[src/rtl/bus_wait_ctrl.sv]
// bus_wait_ctrl: region decode, per-region wait states and handshaked external bus sequencing
module bus_wait_ctrl #(
    parameter int unsigned WS_RAM      = 0,
    parameter int unsigned WS_ROM      = 1,
    parameter int unsigned WS_IO       = 2,
    parameter int unsigned EXT_TIMEOUT = 64,
    parameter logic [7:0]  IO_PAGE     = 8'h0D
) (
    input  logic        clk,
    input  logic        reset,
    input  logic [19:0] address_next,
    input  logic        map_next,
    input  logic        we_next,
    input  logic        ext_ack,
    output logic        ready,
    output logic        cs_ram,
    output logic        cs_rom,
    output logic        cs_io,
    output logic        cs_ext,
    output logic        bus_we,
    output logic        bus_error
);
    typedef enum logic {RUN, EXT_WAIT} state_t;

    state_t      state, state_nx;
    logic [3:0]  cnt;
    logic [7:0]  tmo;
    logic        dec_io, dec_ext, dec_rom, dec_ram, tmo_end;
    logic [3:0]  ws_sel;

    // Region decode of the mapper's next-cycle address, I/O page wins only when unmapped
    always_comb begin
        dec_io  = !map_next && address_next[19:12] == IO_PAGE;
        dec_ext = !dec_io && address_next[19];
        dec_rom = !dec_io && !dec_ext && address_next[19:17] == 3'b001;
        dec_ram = !dec_io && !dec_ext && !dec_rom;
        ws_sel  = dec_io ? 4'(WS_IO) : dec_rom ? 4'(WS_ROM) : 4'(WS_RAM);
        tmo_end = tmo == 8'(EXT_TIMEOUT - 1);
    end

    // State register
    always_ff @(posedge clk) begin
        if (reset) state <= RUN;
        else       state <= state_nx;
    end

    // Next state: enter EXT_WAIT on an external accept, leave on ack or timeout
    always_comb begin
        state_nx = state;
        if (state == RUN) state_nx = (ready && dec_ext) ? EXT_WAIT : RUN;
        else if (ext_ack || tmo_end) state_nx = RUN;
    end

    // Output: ready depends on registered state only
    always_comb begin
        ready = state == RUN && cnt == 4'd0;
    end

    // Datapath: selects and write strobe latch on accept, counters run between accepts
    always_ff @(posedge clk) begin
        if (reset) begin
            cnt       <= 4'd0;
            tmo       <= 8'd0;
            cs_ram    <= 1'b0;
            cs_rom    <= 1'b0;
            cs_io     <= 1'b0;
            cs_ext    <= 1'b0;
            bus_we    <= 1'b0;
            bus_error <= 1'b0;
        end else begin
            bus_error <= state == EXT_WAIT && !ext_ack && tmo_end;
            if (ready) begin
                cs_ram <= dec_ram;
                cs_rom <= dec_rom;
                cs_io  <= dec_io;
                cs_ext <= dec_ext;
                bus_we <= we_next && !dec_rom;
                cnt    <= dec_ext ? 4'd0 : ws_sel;
                tmo    <= 8'd0;
            end else if (state == RUN) begin
                cnt <= cnt - 4'd1;
            end else begin
                tmo <= tmo + 8'd1;
            end
        end
    end
endmodule

[config.mk]
export PLATFORM = sky130hd
export DESIGN_NAME = bus_wait_ctrl
export DESIGN_NICKNAME = d
export VERILOG_FILES = /design/src/rtl/bus_wait_ctrl.sv
export SDC_FILE = /design/constraint.sdc
export NUM_CORES = 1
export LEC_CHECK = 0
export ABC_AREA = 1
export BUFFER_PORTS_ARGS = -buffer_cell sky130_fd_sc_hd__buf_2
export CORE_AREA = 3 3 48 50
export DETAILED_ROUTE_END_ITERATION = 10
export DIE_AREA = 0 0 51 53
export GPL_TIMING_DRIVEN = 0
export PLACE_DENSITY = 0.78
export SETUP_SLACK_MARGIN = 0.1
export SLEW_MARGIN = 10
export SYNTH_ARGS = -nofsm -noshare
export SYNTH_HDL_FRONTEND = slang
export SYNTH_SLANG_ARGS = --single-unit
[constraint.sdc]
create_clock -name clk -period 2.4 [get_ports clk]
set_input_delay 0.12 -clock clk [delete_from_list [all_inputs] [get_ports clk]]
set_output_delay 0.12 -clock clk [all_outputs]
set_load 0.01 [all_outputs]
# [Word level (Yosys, flattened, before mapping)]
# Index checks and enable logic that the tools add are counted.
[op_classes] n_addsub=2 n_eq_ne=4 n_mux=8 bitwise_logic=1 n_reduce_logical=18
[ops] op="1-bit logical AND" count=10
[ops] op="8-bit by 1-bit adder with 8-bit output, second input constant" count=1
[ops] op="8-bit by 4-bit == test with 1-bit output, second input constant" count=1
[ops] op="8-bit by 6-bit == test with 1-bit output, second input constant" count=1
[ops] op="4-bit 2-to-1 mux" count=2
[ops] op="1-bit zero test" count=5
[ops] op="4-bit zero test" count=1
[ops] op="1-bit 2-to-1 mux" count=4
[ops] op="2-bit 2-to-1 mux" count=2
[ops] op="4-bit by 1-bit subtractor with 4-bit output, second input constant" count=1
[ops] op="3-bit by 1-bit == test with 1-bit output, second input constant" count=1
[ops] op="2-bit != test, second input constant" count=1
[ops] op="2-bit OR reduction" count=1
[ops] op="1-bit logical OR" count=1
[ops] op="1-bit inverter" count=1
[totals] register_bits=19 in_bits=25 out_inout_bits=7 elab_cells=42

# [Depth between registers and ports, before layout]
[depth] depth_word=11 mapped_depth=7 mapped_depth_nobuf=7

# [Worst setup path after synthesis]
# OpenSTA, ideal clock, no wires.
[synth_path] path_type="register -> register" from="register cnt[0]" to="register cnt[1]" setup_ns=0.119 t_arrival_ns=1.097 t_required_ns=2.281 path_slack_ns=1.183 path_stages_with_launch=8 path_buffers=0 period_less_slack_ns=1.217 cell_sequence="dfxtp_1 inv_1 ha_1 nand2_1 nor2_8 nor2_1 nor2_1 a21oi_1"
[synth_via] elab_chain_cells=3 elab_cells_between_ends=6 cone_classes="add/sub: 1; eq/ne: 1; mux: 2; reduce/logical: 2"
[synth_rtl] item="start, declared" line_no="26" source="logic [3:0] cnt;"
[synth_rtl] item="start signal, assigned" line_no="78" source="cnt <= dec_ext ? 4'd0 : ws_sel;"
[synth_rtl] item="start signal, assigned" line_no="81" source="cnt <= cnt - 4'd1;"
[synth_rtl] item="4-bit zero test (*)" line_no="56" source="ready = state == RUN && cnt == 4'd0;"
[synth_rtl] item="1-bit logical AND (*)" line_no="56"
[synth_rtl] item="named net ready" line_no="15" source="output logic ready,"
[synth_rtl] item="2-bit != test (no line) / 4-bit 2-to-1 mux (equally long branches)"
# The timed path passes the listed nets; every way through them passes the cells marked *. The select of a mux whose other input is x is not followed.
# A chain may end at the register's enable or synchronous reset.

# [Worst setup path in the final report]
[layout_path] from="register cnt[0]" to="output port ready"
[layout_via] elab_chain_cells=2
[layout_rtl] item="4-bit zero test" line_no="56"
[layout_rtl] item="1-bit logical AND" line_no="56"
[layout_rtl] item="end, declared" line_no="15"
# Every way passes these cells.

==> reports/metrics.cfg <==
[outcome]
status=complete, no violations

[global_routing]
overflow=0
grtUsageMet3=0.02535
grt_util_met2=0.2768
antenna_found_initial=0
grt_pass1_wl_um=3125
grt_max_degree=11
grt-busiest-layer=met2
grt_use_met1=0.1747
grt_usage=0.1545
grt_pass1_vias=774

[place]
io_buffer_count=19
place.gp.congestion=0.7922
dp_hpwl_um=1421
place_area_sq_um=1095
place_ws_ns=1.100

[timing]
tns_ns=0
worst_pin_slew_ns=0.2652
period_needed_ns=1.576
period_share=0.6567
slew_viol_final=0
relSlewSlack=0.8230
setup_viol=0
fin_skew_ns=0.004526
worst_slack_ns=0.8240
rsz0062_at_grt=false
max_freq_ghz=0.6345
hold_viol=0

[setup_path]
worstRegToRegCells=7
setup.worst_path.start_class=flop
crit_end=ready
end_kind=output port
path_class=reg2out
crit_start=cnt[0]$_SDFFE_PP0P_
cp_slowest_stage_delay_ns=0.35
reg2reg_to=cnt[1]$_SDFFE_PP0P_
crit_fanout=6
crit_family=flip-flops
crit_chain=inv_1 > ha_1 > nand2_1 > nor2_8 > buf_2
reg2reg_slack_ns=1.08
critPathArrivalTime_ns=1.46
reg2reg_from=cnt[0]$_SDFFE_PP0P_
cp.depth=5
cp.buffers_inverters=2
critPathRequiredTime_ns=2.28
slowest_stage=dfxtp_1

[route]
drtPass1Iterations=2
vias=820
post_drt_wl_per_cell_um=10.32
remaining_drc_errors=0
antenna_left=0
routed_wl_um=1754
dr.first_iter.drc_count=1
viasPerCell=4.824

[floorplanning]
core_area_sq_um=1942
die_width_um=51
die_h_um=53
initial_utilization=0.4974
num_rows=16
io_pins=32
die-area_sq_um=2703

[clocking]
clock_latency_ns=0.29
numCtsBuffers=3
cts_tree=yes
clockRootBuffer=clkbuf_4
cts_sinks=19
cts.repair.resized=0
hold_buffers=0
clkTransAtPathRegs_ns=0.10
max-clock-path-buffers=2
postCtsSetupRepairBufs=0
htreeDepth=1

[synthesis]
synth.net_count=148
ys_warn_count=0
netlist_area_sq_um=965.9
ys_types=30
ys_ff_latch=19
syn_area_per_cell_sq_um=8.049
seq_area_frac_synth=0.3938
synth_cells=120

[layout]
antennaDiodeCount=0
layout-drive-gt1-share=0.2867
syn_to_final_growth_pct=16.06
nets=172
final_area_sq_um=1121
post-route-util=0.5773

[pwr]
total_power_uw=1014
power-per-cell-area_nw_per_um2=904.6
leakagePower_uw=0.0005002
ir_worst_vdd_mv=0.7125

[hold_path]
hold_class=in2reg

[run]
drv_cap=0

-- cell families after synthesis --
kind of cell,share of synthesized area
buffers and inverters,0.07125
adders and majority gates,0.03886
and+or+nand+nor,0.3873
xor gates and xnor gates,0.009069
AOI/OAI and AO/OA,0.09974
DFF,0.3938
-- state kept, by name, indices dropped and copies added, names as in the netlist --
register and count:
tmo 8, cnt 4, cs_ram 1, bus_we 1, state 1, cs_io 1, bus_error 1, cs_ext 1
cs_rom 1
-- layout make-up --
type / count / area, sq um
clock buffer: 4 / 26.28
fill: 193 / 820.8
multi-input combinational: 86 / 516.7
sequential: 19 / 380.4
timing repair buffer: 19 / 95.09
buffer: 1 / 11.26
inverter: 14 / 57.56
tap: 27 / 33.78
-- synth_stat cells (all sizes together) --
cell    number  area (sq um)
nor3b        1         7.510
nand3b       1         7.510
nor4         1         6.260
nor2        16         107.6
nand4        2         18.77
a21oi        8         43.79
ha           3         37.54
or2          2         12.51
o21bai       1         7.510
nand2       27         116.4
inv         14         57.56
dfxtp       19         380.4
xnor2        1         8.760
nor3         4         20.02
nand3       11         77.58
o21ai        7         38.78
a31oi        1         6.260
buf          1         11.26
-- cell usage in the layout, fill, tap and decap left out --
cell type	netlist	final
nand2_1	25	25
dfxtp_1	19	19
buf_2	0	19
inv_1	10	10
nor2_1	10	10
nand3_1	8	8
a21oi_1	7	7
nor3_1	4	4
nor2_2	3	3
o21ai_0	3	3
o21ai_1	3	3
ha_1	3	3
clkbuf_4	0	3
nor2_8	2	2
inv_4	2	2
nand3_2	2	2
inv_2	2	2
nand2_4	2	2
or2_0	2	2
buf_6	1	1
nand3_4	1	1
nor2_4	1	1
a21oi_2	1	1
xnor2_1	1	1
nand4_1	1	1
nand3b_1	1	1
a31oi_1	1	1
nor4_1	1	1
nand4_2	1	1
o21bai_1	1	1
o21ai_2	1	1
nor3b_1	1	1
clkbuf_1	0	1
-- report_power, final --
| part | switching (uW) | internal, uW |
|---|---|---|
| Combinational | 277 | 174 |
| Clock | 91.5 | 64.5 |
| Sequential | 37.8 | 369 |
-- worst min path at each step --
stage | start | depth (start not counted) | slack, ns | endpoint
floorplan | reset | 1 | 0.22 | cs_io$_SDFFE_PP0P_
global placement | reset | 2 | 0.37 | cs_io$_SDFFE_PP0P_
detailed placement | reset | 2 | 0.38 | bus_we$_SDFFE_PP0P_
CTS | reset | 2 | 0.06 | bus_we$_SDFFE_PP0P_
global route | reset | 2 | 0.07 | cs_io$_SDFFE_PP0P_
finish | reset | 2 | 0.07 | bus_we$_SDFFE_PP0P_
-- per-layer routing --
| metal | part of all wire | vias to the layer above | wire length [um] |
|---|---|---|---|
| met5 | 0 | - | 0 |
| met4 | 0.0097 | 0 | 17 |
| met3 | 0.034 | 2 | 59 |
| met2 | 0.50 | 13 | 876 |
| met1 | 0.46 | 365 | 801 |
| li1 | - | 440 | - |
-- per-stage QoR --
stage          instances  hold WS, ns
2_1_floorplan        120       0.2157
3_3_place_gp         166       0.3704
3_5_place_dp         166       0.3778
4_1_cts              170      0.05950
5_1_grt              170      0.06653
6_report             170      0.06987
(Power assumes the default switching activity.)
